==> config.mk <==
export PLATFORM = sky130hd
export DESIGN_NAME = shift_seq_ctrl
export DESIGN_NICKNAME = d
export VERILOG_FILES = /design/src/rtl/shift_seq_ctrl.sv
export SDC_FILE = /design/constraint.sdc
export NUM_CORES = 1
export LEC_CHECK = 0
export BUFFER_PORTS_ARGS = -buffer_cell sky130_fd_sc_hd__buf_2
export CAP_MARGIN = 25
export CORE_MARGIN = 1.5
export CORE_UTILIZATION = 35
export CTS_CLUSTER_DIAMETER = 30
export DETAILED_ROUTE_END_ITERATION = 16
export PLACE_DENSITY = 0.61
export SETUP_SLACK_MARGIN = 0.3
export SLEW_MARGIN = 20
export SYNTH_ARGS = -nofsm -noshare
export SYNTH_HDL_FRONTEND = slang
export SYNTH_SLANG_ARGS = --single-unit
export TNS_END_PERCENT = 30
==> constraint.sdc <==
create_clock -name clk -period 2.51 [get_ports clk]
set_clock_uncertainty 0.15 [all_clocks]
set_input_delay 0.1255 -clock clk [delete_from_list [all_inputs] [get_ports clk]]
set_output_delay 0.1255 -clock clk [all_outputs]
set_load 0.02 [all_outputs]
==> src/rtl/shift_seq_ctrl.sv <==
// ============================================================================
// Module   : shift_seq_ctrl
// Brief    : Arms on a sync_state rising edge, waits cfg_delay+1 cycles, then
//            drives a burst of sh_en cycles with an index, pulses done, and
//            waits in holdoff for sync_state to return low.
// Revision : 1.0 - initial release
// ============================================================================
`default_nettype none

module shift_seq_ctrl #(
  parameter int CNT_W   = 8,
  parameter int TIMEOUT = 16
) (
  input  logic             clk,
  input  logic             rst_n,
  input  logic             enable,
  input  logic             sync_state,
  input  logic [CNT_W-1:0] cfg_delay,
  input  logic [CNT_W-1:0] cfg_len,
  output logic             sh_en,
  output logic [CNT_W-1:0] bit_idx,
  output logic             busy,
  output logic             done,
  output logic             err_timeout,
  output logic             aborted
);

  localparam int TO_W = $clog2(TIMEOUT + 1);

  localparam logic [2:0] c_idle    = 3'd0;
  localparam logic [2:0] c_delay   = 3'd1;
  localparam logic [2:0] c_shift   = 3'd2;
  localparam logic [2:0] c_done    = 3'd3;
  localparam logic [2:0] c_holdoff = 3'd4;

  logic [2:0]       r_state;
  logic             r_sync_prev;
  logic             r_wait_low;
  logic [CNT_W-1:0] r_dly_cnt;
  logic [CNT_W-1:0] r_len;
  logic [TO_W-1:0]  r_to_cnt;
  logic             r_sh_en;
  logic [CNT_W-1:0] r_bit_idx;
  logic             r_done;
  logic             r_aborted;
  logic             r_err;

  logic             w_start;
  logic             w_last;
  logic [CNT_W-1:0] w_len_eff;

  // r_wait_low blocks a start until sync_state has been seen low after reset,
  // so a level already high at reset release is not mistaken for an edge.
  assign w_start   = (r_state == c_idle) && sync_state && !r_sync_prev
                     && enable && !r_wait_low;
  assign w_len_eff = (cfg_len == '0) ? CNT_W'(1) : cfg_len;
  assign w_last    = (r_bit_idx == (r_len - CNT_W'(1)));

  always_ff @(posedge clk or negedge rst_n) begin
    if (!rst_n) begin
      r_state     <= c_idle;
      r_sync_prev <= 1'b0;
      r_wait_low  <= 1'b1;
      r_dly_cnt   <= '0;
      r_len       <= '0;
      r_to_cnt    <= '0;
      r_sh_en     <= 1'b0;
      r_bit_idx   <= '0;
      r_done      <= 1'b0;
      r_aborted   <= 1'b0;
      r_err       <= 1'b0;
    end else begin
      r_sync_prev <= sync_state;
      if (!sync_state) r_wait_low <= 1'b0;
      r_done    <= 1'b0;
      r_aborted <= 1'b0;

      case (r_state)
        c_idle: begin
          if (w_start) begin
            r_state   <= c_delay;
            r_dly_cnt <= cfg_delay;
            r_len     <= w_len_eff;
          end
        end

        c_delay: begin
          if (!enable) begin
            r_state   <= c_holdoff;
            r_aborted <= 1'b1;
            r_to_cnt  <= '0;
          end else if (r_dly_cnt == '0) begin
            r_state   <= c_shift;
            r_sh_en   <= 1'b1;
            r_bit_idx <= '0;
          end else begin
            r_dly_cnt <= r_dly_cnt - CNT_W'(1);
          end
        end

        c_shift: begin
          if (!enable) begin
            r_state   <= c_holdoff;
            r_sh_en   <= 1'b0;
            r_aborted <= 1'b1;
            r_to_cnt  <= '0;
          end else if (w_last) begin
            r_state <= c_done;
            r_sh_en <= 1'b0;
            r_done  <= 1'b1;
          end else begin
            r_bit_idx <= r_bit_idx + CNT_W'(1);
          end
        end

        c_done: begin
          r_state  <= c_holdoff;
          r_to_cnt <= '0;
        end

        c_holdoff: begin
          if (!sync_state) begin
            r_state <= c_idle;
          end else if (r_to_cnt == TO_W'(TIMEOUT - 1)) begin
            r_state <= c_idle;
            r_err   <= 1'b1;
          end else begin
            r_to_cnt <= r_to_cnt + TO_W'(1);
          end
        end

        default: begin
          r_state <= c_idle;
          r_sh_en <= 1'b0;
        end
      endcase
    end
  end

  assign sh_en       = r_sh_en;
  assign bit_idx     = r_bit_idx;
  assign busy        = (r_state != c_idle);
  assign done        = r_done;
  assign aborted     = r_aborted;
  assign err_timeout = r_err;

endmodule

`default_nettype wire

; ---- Word-level counts from Yosys, hierarchy flattened
; Cells that the tools add are included.
; W data, S select, Z words.
[word_totals]
word_cells = 88
input_bits = 20
reg_bits = 38
[op_classes]
n_bitwise = 1
n_eq_ne = 18
muxes = 32
n_addsub = 4
reduce_logical = 22
[ops]
columns = op, count
row1 = $mux W8, 8
row2 = $pmux W8 S2, 2
row3 = $mux W3, 7
row4 = $ne A2 B2 Y1 const B, 9
row5 = $logic_not A8 Y1, 2
row6 = $reduce_and A4 Y1, 4
row7 = $sub A8 B1 Y8 const B, 2
row8 = $mux W5, 3
row9 = $pmux W3 S5, 1
row10 = $pmux W5 S3, 1
row11 = $mux W1, 9
row12 = $ne A3 B3 Y1 const B, 3
row13 = $add A8 B1 Y8 const B, 1
row14 = $eq A8 B8 Y1, 1
row15 = $eq A3 B2 Y1 const B, 2
row16 = $reduce_bool A3 Y1, 2
row17 = $add A5 B1 Y5 const B, 1
row18 = $eq A5 B4 Y1 const B, 1
row19 = $reduce_and A5 Y1, 1
row20 = $logic_and A1 B1 Y1, 4
row21 = $reduce_bool A2 Y1, 2
row22 = $eq A3 B1 Y1 const B, 1
row23 = $eq A3 B3 Y1 const B, 1
row24 = $logic_not A3 Y1, 1
row25 = other kinds (7), 8

; ---- Longest topological paths before layout
; Gate-level depths: netlist of run 1.
[depth]
ltp_word = 7
mapped_depth = 10
mapped_depth_nobuf = 9

; ---- Worst setup path after synthesis of run 1
; Ideal clock, no wire load.
[synth_path]
path_type = register to register
from = register, netlist name r_to_cnt[0]
to = register r_bit_idx[3] (netlist: bit_idx[3])
t_arrival_ns = 2.072
path_slack_ns = 0.168
path_buffers = 1
t_required_ns = 2.240
path_stages_with_launch = 11
cell_sequence = dfrtp_1 -> ha_1 -> and3_1 -> ha_1 -> and4b_1 -> a211o_1 -> or3_4 -> buf_6 -> nand2_2 -> a21oi_1 -> a31o_1
[synth_rtl]
columns = item, line_no
row1 = to (signal assigned), 112  ; r_bit_idx <= r_bit_idx + CNT_W'(1);
row2 = to (decl), 43  ; logic [CNT_W-1:0] r_bit_idx;

==> reports/metrics.yaml, run 1 <==
die_y_um: 83.2
synth_top_area_cell: "dfrtp_1"
yosysMostFrequentCell: "nand2_1"
area_growth_pct: 31.1
reg2reg_to: "bit_idx[4]"
setup_tns_ns: 0
syn_area_um2: 2250
min_to: "err_timeout"
critPathCaptureType: "flip-flop"
cts_tree: "done"
vias_per_cell: 5.07
syn_inst: 253
critical_path_required_ns: 2.54
drive_gt1_share_pct: 24.6
dieWidth_um: 83.2
r2r_start: "r_to_cnt[0]"
synth-seq-cells: 38
port_buffers: 32
synth.distinct_cells: 49
p_per_area_nw_per_um2: 798
drc: 0
synth_top_area_share_pct: 41.2
diodes: 0
peakVddDrop_mv: 0.450
grt_max_degree: 39
holdPathStages: 2
tightest_slew_ns: 0.891
setup_viol_count_final: 0
drv_slew: 0
arrival_ns: 2.31
hpwl_mm: 3.72
vias: 1999
fmax_mhz: 437
grt.total_usage_pct: 15.9
hp-start: "sync_state"
status: "complete, no violations"
async_flop_share_pct: 100
cts_made_buffers: 5
hp-class: "in2reg"
crit_path_start_kind: "flip-flop"
clkTransAtPathRegs_ns: 0.07
layout_min_cycle_time_ns: 2.29
synth_edf_count: 0
first_global_vias: 1892
clock_path_buffers: 2
worstSkewPairLatency_ns: 0.30
avgSynthCellArea_um2: 8.89
finalHoldViolCount: 0
start_util_pct: 35.8
placed_cells: 359
grt_first_pass_wirelength_mm: 8.98
synth_ff_type: "dfrtp_1"
drt_iter0_drc: 80
core_um2: 6280
grt_antenna_before_repair: 0
rows: 29
r2r_slack_ns: 0.22
ant_nets: 0
critPathMaxFanout: 5
htree_num_levels: 2
synth_nets: 279
rsz0062_at_grt: "yes"
cts-root-buf: "clkbuf_8"
gp_congestion: 0.774
critPathKind: "reg2reg"
synth_area_leaders: "dfrtp_1, nand2_1, a21oi_1"
grt-ovfl-total: 0
final_cells: 394
nNetsFinal: 342
pin_count: 33
die_area_um2: 6910
synth_seq_area_share_pct: 42.3
dr.pass1.iters: 4
clock-sinks: 38
drt-total-wl_mm: 5.42
maxCapViolCount: 0
rr_worst_depth: 9
wire_per_inst_um: 13.8
worst_hold_slack_ns: 0.0384
relSlewSlack_pct: 40.6
period_share_pct: 91.2
p_leak_nw: 1.38
yosys_warnings: 0
ys_top_cells_by_count: "nand2_1, dfrtp_1, nor2_1, a21oi_1, nor3_1"
==> registers in the layout, indices dropped and copies added, names as in the netlist <==
name	cells
aborted	1
bit_idx	8
done	1
err_timeout	1
r_dly_cnt	8
r_len	8
r_state	3
r_sync_prev	1
r_to_cnt	5
r_wait_low	1
sh_en	1
==> critical path: stages, from the launching register on <==
cell and delay, ns:
dfrtp_1 0.36, ha_2 0.19, and3_4 0.18, ha_4 0.12, and4b_2 0.22, a211o_1 0.24
or3_4 0.40, clkbuf_16 0.17, nand2b_1 0.06, mux2i_1 0.06
==> worst max-delay path by stage <==
| stage | startpoint | end | slack (ns) | depth (start not counted) |
|---|---|---|---|---|
| after global placement | r_dly_cnt[0] | bit_idx[3] | 0.20 | 9 |
| after global routing | r_to_cnt[0] | bit_idx[3] | 0.13 | 9 |
| final | r_to_cnt[0] | bit_idx[4] | 0.22 | 9 |
| after CTS | r_to_cnt[0] | bit_idx[3] | 0.20 | 9 |
| after detailed placement | r_to_cnt[0] | bit_idx[3] | 0.13 | 9 |
| after floorplan | r_to_cnt[0] | bit_idx[3] | 0.17 | 10 |
==> logic make-up (layout without fill, tap and decap cells) <==
| kind of cell | Yosys count | after routing | share of synthesized area, % |
|---|---|---|---|
| AND/OR/NAND/NOR | 118 | 118 | 27.0 |
| AO/OA/AOI/OAI | 55 | 55 | 16.1 |
| flip-flops | 38 | 38 | 42.3 |
| buffers and inverters | 17 | 81 | 3.45 |
| XOR/XNOR | 12 | 12 | 4.67 |
| multiplexers | 7 | 7 | 3.12 |
| adder cells (fa/ha/maj) | 6 | 6 | 3.34 |
==> per-layer routing <==
| metal | wire [um] | GRT usage [%] | vias to the layer above |
|---|---|---|---|
| li1 | - | - | 1020 |
| met1 | 2490 | 21.1 | 940 |
| met3 | 167 | 3.08 | 4 |
| met5 | 0 | 0 | - |
| met4 | 38 | 4.09 | 0 |
| met2 | 2730 | 26.8 | 35 |
==> metrics by stage <==
stage	worst slack [ns]	utilization, %	instance area [um2]	total power, mW
5_1_grt	0.133	47.0	2950	2.53
2_1_floorplan	0.168	-	2250	1.57
4_1_cts	0.205	45.7	2870	2.36
6_report	0.221	47.0	2950	2.35
3_3_place_gp	0.203	39.9	2500	1.79
3_5_place_dp	0.130	39.9	2500	1.81
==> cell usage in the layout (no fill, tap or decap), drive strengths merged, types with 3 or more instances in the layout <==
master and n:
dlygate4sd3 18, o22ai 5, nand4 5, dfrtp 37, a21oi 17, xnor2 6
clkbuf 7, nor2b 4, and3 5, mux2i 7, a31oi 3, buf 46
nand2 44, nand2b 8, o21ai 16, ha 6, nor3 11, nor2 19
nor4 4, inv 8, nand3 7, o21bai 3, xor2 6
==> area by class of cell <==
class,count,area [um2]
Sequential cell,38,952
Inverter,8,30.0
Timing Repair Buffer,65,483
Clock inverter,2,12.5
Multi-Input combinational cell,198,1290
Tap cell,77,96.3
Clock buffer,6,82.6
Fill cell,619,3330
==> timing repair <==
action | 4_1_cts | 5_1_grt
cloned | 0 | 1
hold buffers | 18 | 0
endpoints found under the hold margin | 55 | 0
pin swaps | 3 | 2
gates resized for setup | 7 | 10
endpoints found under the setup margin | 11 | 18
setup buffers | 7 | 1
==> where the power goes <==
group	switching [mW]	internal (mW)	total, mW
registers	0.209	0.761	0.970
clock network	0.228	0.221	0.449
logic	0.501	0.434	0.935
total	0.938	1.42	2.35
Power figures use the tool's default switching activity.
==> run 2: changes to the inputs <==
--- a/config.mk
+++ b/config.mk
@@ -9,7 +9,6 @@
 export CAP_MARGIN = 25
 export CORE_MARGIN = 1.5
 export CORE_UTILIZATION = 35
-export CTS_CLUSTER_DIAMETER = 30
 export DETAILED_ROUTE_END_ITERATION = 16
 export PLACE_DENSITY = 0.61
 export SETUP_SLACK_MARGIN = 0.3
==> constraint.sdc (replaced) <==
create_clock -name clk -period 2.51 [get_ports clk]
set_clock_uncertainty 0.15 [all_clocks]
set_input_delay 0.251 -clock clk [delete_from_list [all_inputs] [get_ports clk]]
set_output_delay 0.251 -clock clk [all_outputs]
set_load 0.02 [all_outputs]
==> run 2 against run 1 <==
  * Fmax hardly changed
  * Clock power about the same
  * Global-route usage fell by 0.51 points
  * Worst setup slack worse by 0.00065 ns
  * Count of clock-buffer cells in the layout is the same
  * Largest power group unchanged
  * Final cell count is 4.1% lower
  * Non-clock buffer count shrank 16
  * Largest cell class unchanged
  * Utilization fell by 2.6 points
  * Routed wire length decreased by 2.5%
  * Die area unchanged
  * Critical path type unchanged
  * Critical endpoint unchanged
  * Critical path depth is the same
==> reports/metrics.yaml, run 2 (synthesized netlist as in run 1, its figures left out) <==
final_cells: 378  # was 394
tightest_slew_ns: 0.889  # was 0.891 ns
grt.total_usage_pct: 15.4  # was 15.9%
drt-total-wl_mm: 5.29  # was 5.42 mm
setup_viol_count_final: 0  # unchanged
ant_nets: 0  # unchanged
cpPeakStageDelay_ns: 0.40  # about the same
die_y_um: 83.2  # unchanged
cts_made_buffers: 5  # unchanged
vias_per_cell: 5.14  # was 5.07
die_area_um2: 6910  # unchanged
worstSkewPairLatency_ns: 0.30  # about the same
path_delay_family: "simple AND/OR/NAND/NOR gates"  # unchanged
arrival_ns: 2.31  # about the same
cts-root-buf: "clkbuf_8"  # unchanged
finalHoldViolCount: 0  # unchanged
gp_congestion: 0.774  # unchanged
port_buffers: 32  # unchanged
cpMaxStageDelayCell: "or3_4"  # unchanged
layout_commonest_cell: "nand2_1"  # unchanged
critPathCaptureType: "flip-flop"  # unchanged
diodes: 0  # unchanged
cts_tree: "done"  # unchanged
first_global_vias: 1810  # was 1892
htree_num_levels: 2  # unchanged
dr.pass1.iters: 4  # unchanged
critPathKind: "reg2reg"  # unchanged
relSlewSlack_pct: 40.7  # was 40.6%
fmax_mhz: 437  # about the same
critical_path_required_ns: 2.54  # about the same
dieWidth_um: 83.2  # unchanged
peakVddDrop_mv: 0.444  # was 0.450 mV
layout_min_cycle_time_ns: 2.29  # about the same
vias: 1943  # was 1999
worst-path-buf-inv: 1  # unchanged
layout_common_cells: "nand2_1, dfrtp_1, buf_2"  # unchanged
core_um2: 6280  # unchanged
crit_path_start_kind: "flip-flop"  # unchanged
p_leak_nw: 1.31  # was 1.38 nW
grt-ovfl-total: 0  # unchanged
hpwl_mm: 3.72  # unchanged
cp_cell_sequence: "ha_2 -> and3_4 -> ha_4 -> and4b_2 -> a211o_1 -> or3_4 -> clkbuf_16 -> nand2b_1 -> mux2i_1"  # unchanged
drive_gt1_share_pct: 25.9  # was 24.6%
p_per_area_nw_per_um2: 837  # was 798 nW/um2
hp-class: "in2reg"  # unchanged
wire_per_inst_um: 14.0  # was 13.8 um
maxCapViolCount: 0  # unchanged
placed_cells: 359  # unchanged
clock_path_buffers: 2  # unchanged
drc: 0  # unchanged
period_share_pct: 91.2  # about the same
clock-sinks: 38  # unchanged
setup_tns_ns: 0  # unchanged
grt_antenna_before_repair: 0  # unchanged
nNetsFinal: 326  # was 342
status: "complete, no violations"  # unchanged
start_util_pct: 35.8  # unchanged
grt_max_degree: 39  # unchanged
rsz0062_at_grt: "yes"  # unchanged
area_growth_pct: 24.0  # was 31.1%
critPathMaxFanout: 5  # unchanged
drv_slew: 0  # unchanged
grt_first_pass_wirelength_mm: 8.67  # was 8.98 mm
rows: 29  # unchanged
clkTransAtPathRegs_ns: 0.08  # was 0.07 ns
pin_count: 33  # unchanged
drt_iter0_drc: 81  # was 80
-- run 2: path summary, 6_finish.rpt --
path                             start         end  slack [ns]  depth (start not counted)
max in group asynchronous        rst_n     aborted        1.18                          2
max reg2reg                r_to_cnt[0]  bit_idx[4]        0.22                          9
min reg2reg                   r_len[7]    r_len[7]        0.36                          2
max                        r_to_cnt[0]  bit_idx[4]        0.22                          9
min in group asynchronous        rst_n    r_len[1]        0.46                          2
min                         cfg_len[5]    r_len[5]       0.004                          3
-- run 2: worst reg2reg max path, stage by stage, from the launching register on --
cell,delay [ns]
dfrtp_1,0.36
ha_2,0.19
and3_4,0.18
ha_4,0.12
and4b_2,0.23
a211o_1,0.24
or3_4,0.40
clkbuf_16,0.17
nand2b_1,0.06
mux2i_1,0.06
-- run 2: area by class of cell --
type | count | area, um2
repair buffers | 49 | 323
inverters | 8 | 30.0
fillers | 634 | 3490
clock buffers | 6 | 82.6
well taps | 77 | 96.3
clock inverters | 2 | 12.5
multi-input cells | 198 | 1290
flip-flops and latches | 38 | 952
-- run 2: routing by layer --
layer	track usage, %	up-vias	share of wire, %
met2	25.5	37	50
met4	4.09	0	0.72
met5	0	-	0
met3	3.08	4	3.8
met1	20.7	914	46
li1	-	988	-
-- run 2: what timing repair did --
| action | 4_1_cts | 5_1_grt |
|---|---|---|
| cloned | 0 | 1 |
| setup endpoints to repair | 11 | 18 |
| hold buffers | 2 | 0 |
| endpoints found under the hold margin | 38 | 0 |
| resized for setup | 7 | 10 |
| setup buffers | 7 | 1 |
| pin swaps | 3 | 2 |
-- run 2: power by group --
group / leakage (nW) / internal (mW) / switching (mW) / total (mW)
sequential: 0.492 / 0.761 / 0.210 / 0.971
combinational: 0.771 / 0.417 / 0.498 / 0.916
clock: 0.0472 / 0.221 / 0.227 / 0.448
total: 1.31 / 1.40 / 0.935 / 2.33
-- run 2: metrics by stage --
| stage | util [%] | total power [mW] | hold slack [ns] | instance area (um2) | setup slack, ns |
|---|---|---|---|---|---|
| after global routing | 44.4 | 2.51 | 0.0106 | 2790 | 0.133 |
| after floorplan | - | 1.57 | -0.195 | 2250 | 0.168 |
| final | 44.4 | 2.33 | 0.00422 | 2790 | 0.220 |
| after global placement | 39.9 | 1.79 | 0.280 | 2500 | 0.203 |
| after CTS | 43.2 | 2.34 | 0.000435 | 2710 | 0.205 |
| after detailed placement | 39.9 | 1.81 | 0.277 | 2500 | 0.130 |
==> run 3: changes to the inputs <==
--- a/config.mk
+++ b/config.mk
@@ -5,7 +5,7 @@
 export SDC_FILE = /design/constraint.sdc
 export NUM_CORES = 1
 export LEC_CHECK = 0
-export BUFFER_PORTS_ARGS = -buffer_cell sky130_fd_sc_hd__buf_2
+export BUFFER_PORTS_ARGS = -buffer_cell sky130_fd_sc_hd__buf_4
 export CAP_MARGIN = 25
 export CORE_MARGIN = 1.5
 export CORE_UTILIZATION = 35
==> run 3 against run 2 <==
  * First-iteration DRC count shrank 28%
  * Largest power group unchanged
  * Largest cell class unchanged
  * Worst setup slack gained 0.0097 ns
  * Routed wire length shrank 1.7%
  * Clock power is essentially flat
  * Critical path type unchanged
==> reports/metrics.yaml, run 3 (synthesized netlist as in run 1, its figures left out) <==
status: "complete, no violations"  # unchanged
grt-ovfl-total: 0  # unchanged
cts_tree: "done"  # unchanged
ant_nets: 0  # unchanged
die_area_um2: 6910  # unchanged
start_util_pct: 35.8  # unchanged
fmax_mhz: 439  # was 437 MHz
layout_min_cycle_time_ns: 2.28  # was 2.29 ns
area_growth_pct: 27.8  # was 24.0%
worstSkewPairLatency_ns: 0.29  # was 0.30 ns
wire_per_inst_um: 13.6  # was 14.0 um
drt_iter0_drc: 58  # was 81
reg2reg_to: "bit_idx[2]"  # was bit_idx[4]
drt-total-wl_mm: 5.20  # was 5.29 mm
nFillCells: 623  # was 634
cts_made_buffers: 5  # unchanged
setup_tns_ns: 0  # unchanged
clkTransAtPathRegs_ns: 0.08  # about the same
grt_max_degree: 39  # unchanged
drive_gt1_share_pct: 26.3  # was 25.9%
port_buffers: 32  # unchanged
cpPeakStageDelay_ns: 0.37  # was 0.40 ns
critPathMaxFanout: 6  # was 5
hpwl_mm: 3.71  # was 3.72 mm
grt.total_usage_pct: 14.9  # was 15.4%
vias: 1989  # was 1943
diodes: 0  # unchanged
htree_num_levels: 2  # unchanged
clock_path_buffers: 2  # unchanged
pin_count: 33  # unchanged
r2r_slack_ns: 0.23  # was 0.22 ns
clock-sinks: 38  # unchanged
holdPathStages: 3  # unchanged
rr_worst_depth: 9  # unchanged
critical_path_required_ns: 2.52  # was 2.54 ns
timing.critical_path.from: "r_to_cnt[0]"  # unchanged
power.total_mw: 2.37  # was 2.33 mW
vias_per_cell: 5.22  # was 5.14
gp_congestion: 0.776  # was 0.774
cp_cell_sequence: "ha_2 -> and3_4 -> ha_4 -> and4b_2 -> a211o_1 -> or3_4 -> buf_6 -> nand2_1 -> mux2i_1"  # was ha_2 -> and3_4 -> ha_4 -> and4b_2 -> a211o_1 -> or3_4 -> clkbuf_16 -> nand2b_1 -> mux2i_1
dieWidth_um: 83.2  # unchanged
period_share_pct: 90.8  # was 91.2%
regArea_um2: 952  # unchanged
grt_first_pass_wirelength_mm: 8.40  # was 8.67 mm
maxCapViolCount: 0  # unchanged
cts-root-buf: "clkbuf_8"  # unchanged
placed_cells: 360  # was 359
peakVddDrop_mv: 0.479  # was 0.444 mV
relSlewSlack_pct: 66.1  # was 40.7%
arrival_ns: 2.29  # was 2.31 ns
p_leak_nw: 1.33  # was 1.31 nW
r2r_start: "r_to_cnt[0]"  # unchanged
core_um2: 6280  # unchanged
grt_antenna_before_repair: 0  # unchanged
hp-class: "in2reg"  # unchanged
rows: 29  # unchanged
multiInputGateArea_um2: 1300  # was 1290 um2
finalHoldViolCount: 0  # unchanged
critPathCaptureType: "flip-flop"  # unchanged
rsz0062_at_grt: "yes"  # unchanged
worst_hold_slack_ns: 0.00688  # was 0.00422 ns
cpMaxStageDelayCell: "dfrtp_1"  # was or3_4
drc: 0  # unchanged
drv_slew: 0  # unchanged
crit_path_start_kind: "flip-flop"  # unchanged
layout_common_cells: "buf_4, nand2_1, dfrtp_1"  # was nand2_1, dfrtp_1, buf_2
die_y_um: 83.2  # unchanged
nNetsFinal: 329  # was 326
final_cells: 381  # was 378
setup_viol_count_final: 0  # unchanged
p_per_area_nw_per_um2: 825  # was 837 nW/um2
cp-endpoint: "bit_idx[2]"  # was bit_idx[4]
critPathKind: "reg2reg"  # unchanged
layout_commonest_cell: "buf_4"  # was nand2_1
tightest_slew_ns: 0.509  # was 0.889 ns
first_global_vias: 1791  # was 1810
dr.pass1.iters: 4  # unchanged
-- run 3: cell count changes in the layout (fill, tap and decap cells not counted), sizes merged --
cell,change
buf,+4
clkbuf,-1
-- run 3: critical path, delay by kind of cell, from the launching register on --
family,cells,cell delay (ns)
compound gates,1,0.25
fa+ha+maj,2,0.31
buf+inv,1,0.15
flops,1,0.37
mux,1,0.07
simple gates,4,0.84
-- run 3: what timing repair did --
action | 4_1_cts | 5_1_grt
endpoints found under the hold margin | 38 | 0
hold buffers | 2 | 0
endpoints found under the setup margin | 12 | 19
pin swaps | 4 | 4
gates resized for setup | 11 | 7
setup buffers | 6 | 5
-- run 3: layer usage --
metal  routed length (um)  up-vias  GRT usage, %
li1                     -      993             -
met2                 2510       48          23.6
met4                   33        0          3.79
met3                  228        5          3.38
met5                    0        -             0
met1                 2430      943          20.8
-- run 3: final cells by class --
cell class,instances,share of cell area [%]
Multi-Input combinational cell,198,45.1
Inverter,8,1.04
Sequential cell,38,33.1
Tap cell,77,3.35
Clock buffer,6,2.87
Timing Repair Buffer,52,14.0
Clock inverter,2,0.435
-- run 3: how the worst min path moves through the flow --
stage                           from    endpoint
after floorplan                rst_n     aborted
after global placement         rst_n  bit_idx[2]
after detailed placement       rst_n  bit_idx[1]
after CTS                 cfg_len[5]    r_len[5]
after global routing      cfg_len[5]    r_len[5]
final                     cfg_len[5]    r_len[5]
-- run 3: power by group --
part	switching [mW]	internal, mW	leakage [nW]
Clock	0.225	0.221	0.0472
Combinational	0.495	0.451	0.794
Sequential	0.217	0.761	0.492
Total	0.937	1.43	1.33
-- run 3: stage by stage --
step	setup WS [ns]	util, %	instance area, um2
3_3_place_gp	0.201	41.3	2590
4_1_cts	0.237	44.6	2800
5_1_grt	0.148	45.8	2870
3_5_place_dp	0.135	41.3	2590
6_report	0.230	45.8	2870
2_1_floorplan	0.168	-	2250
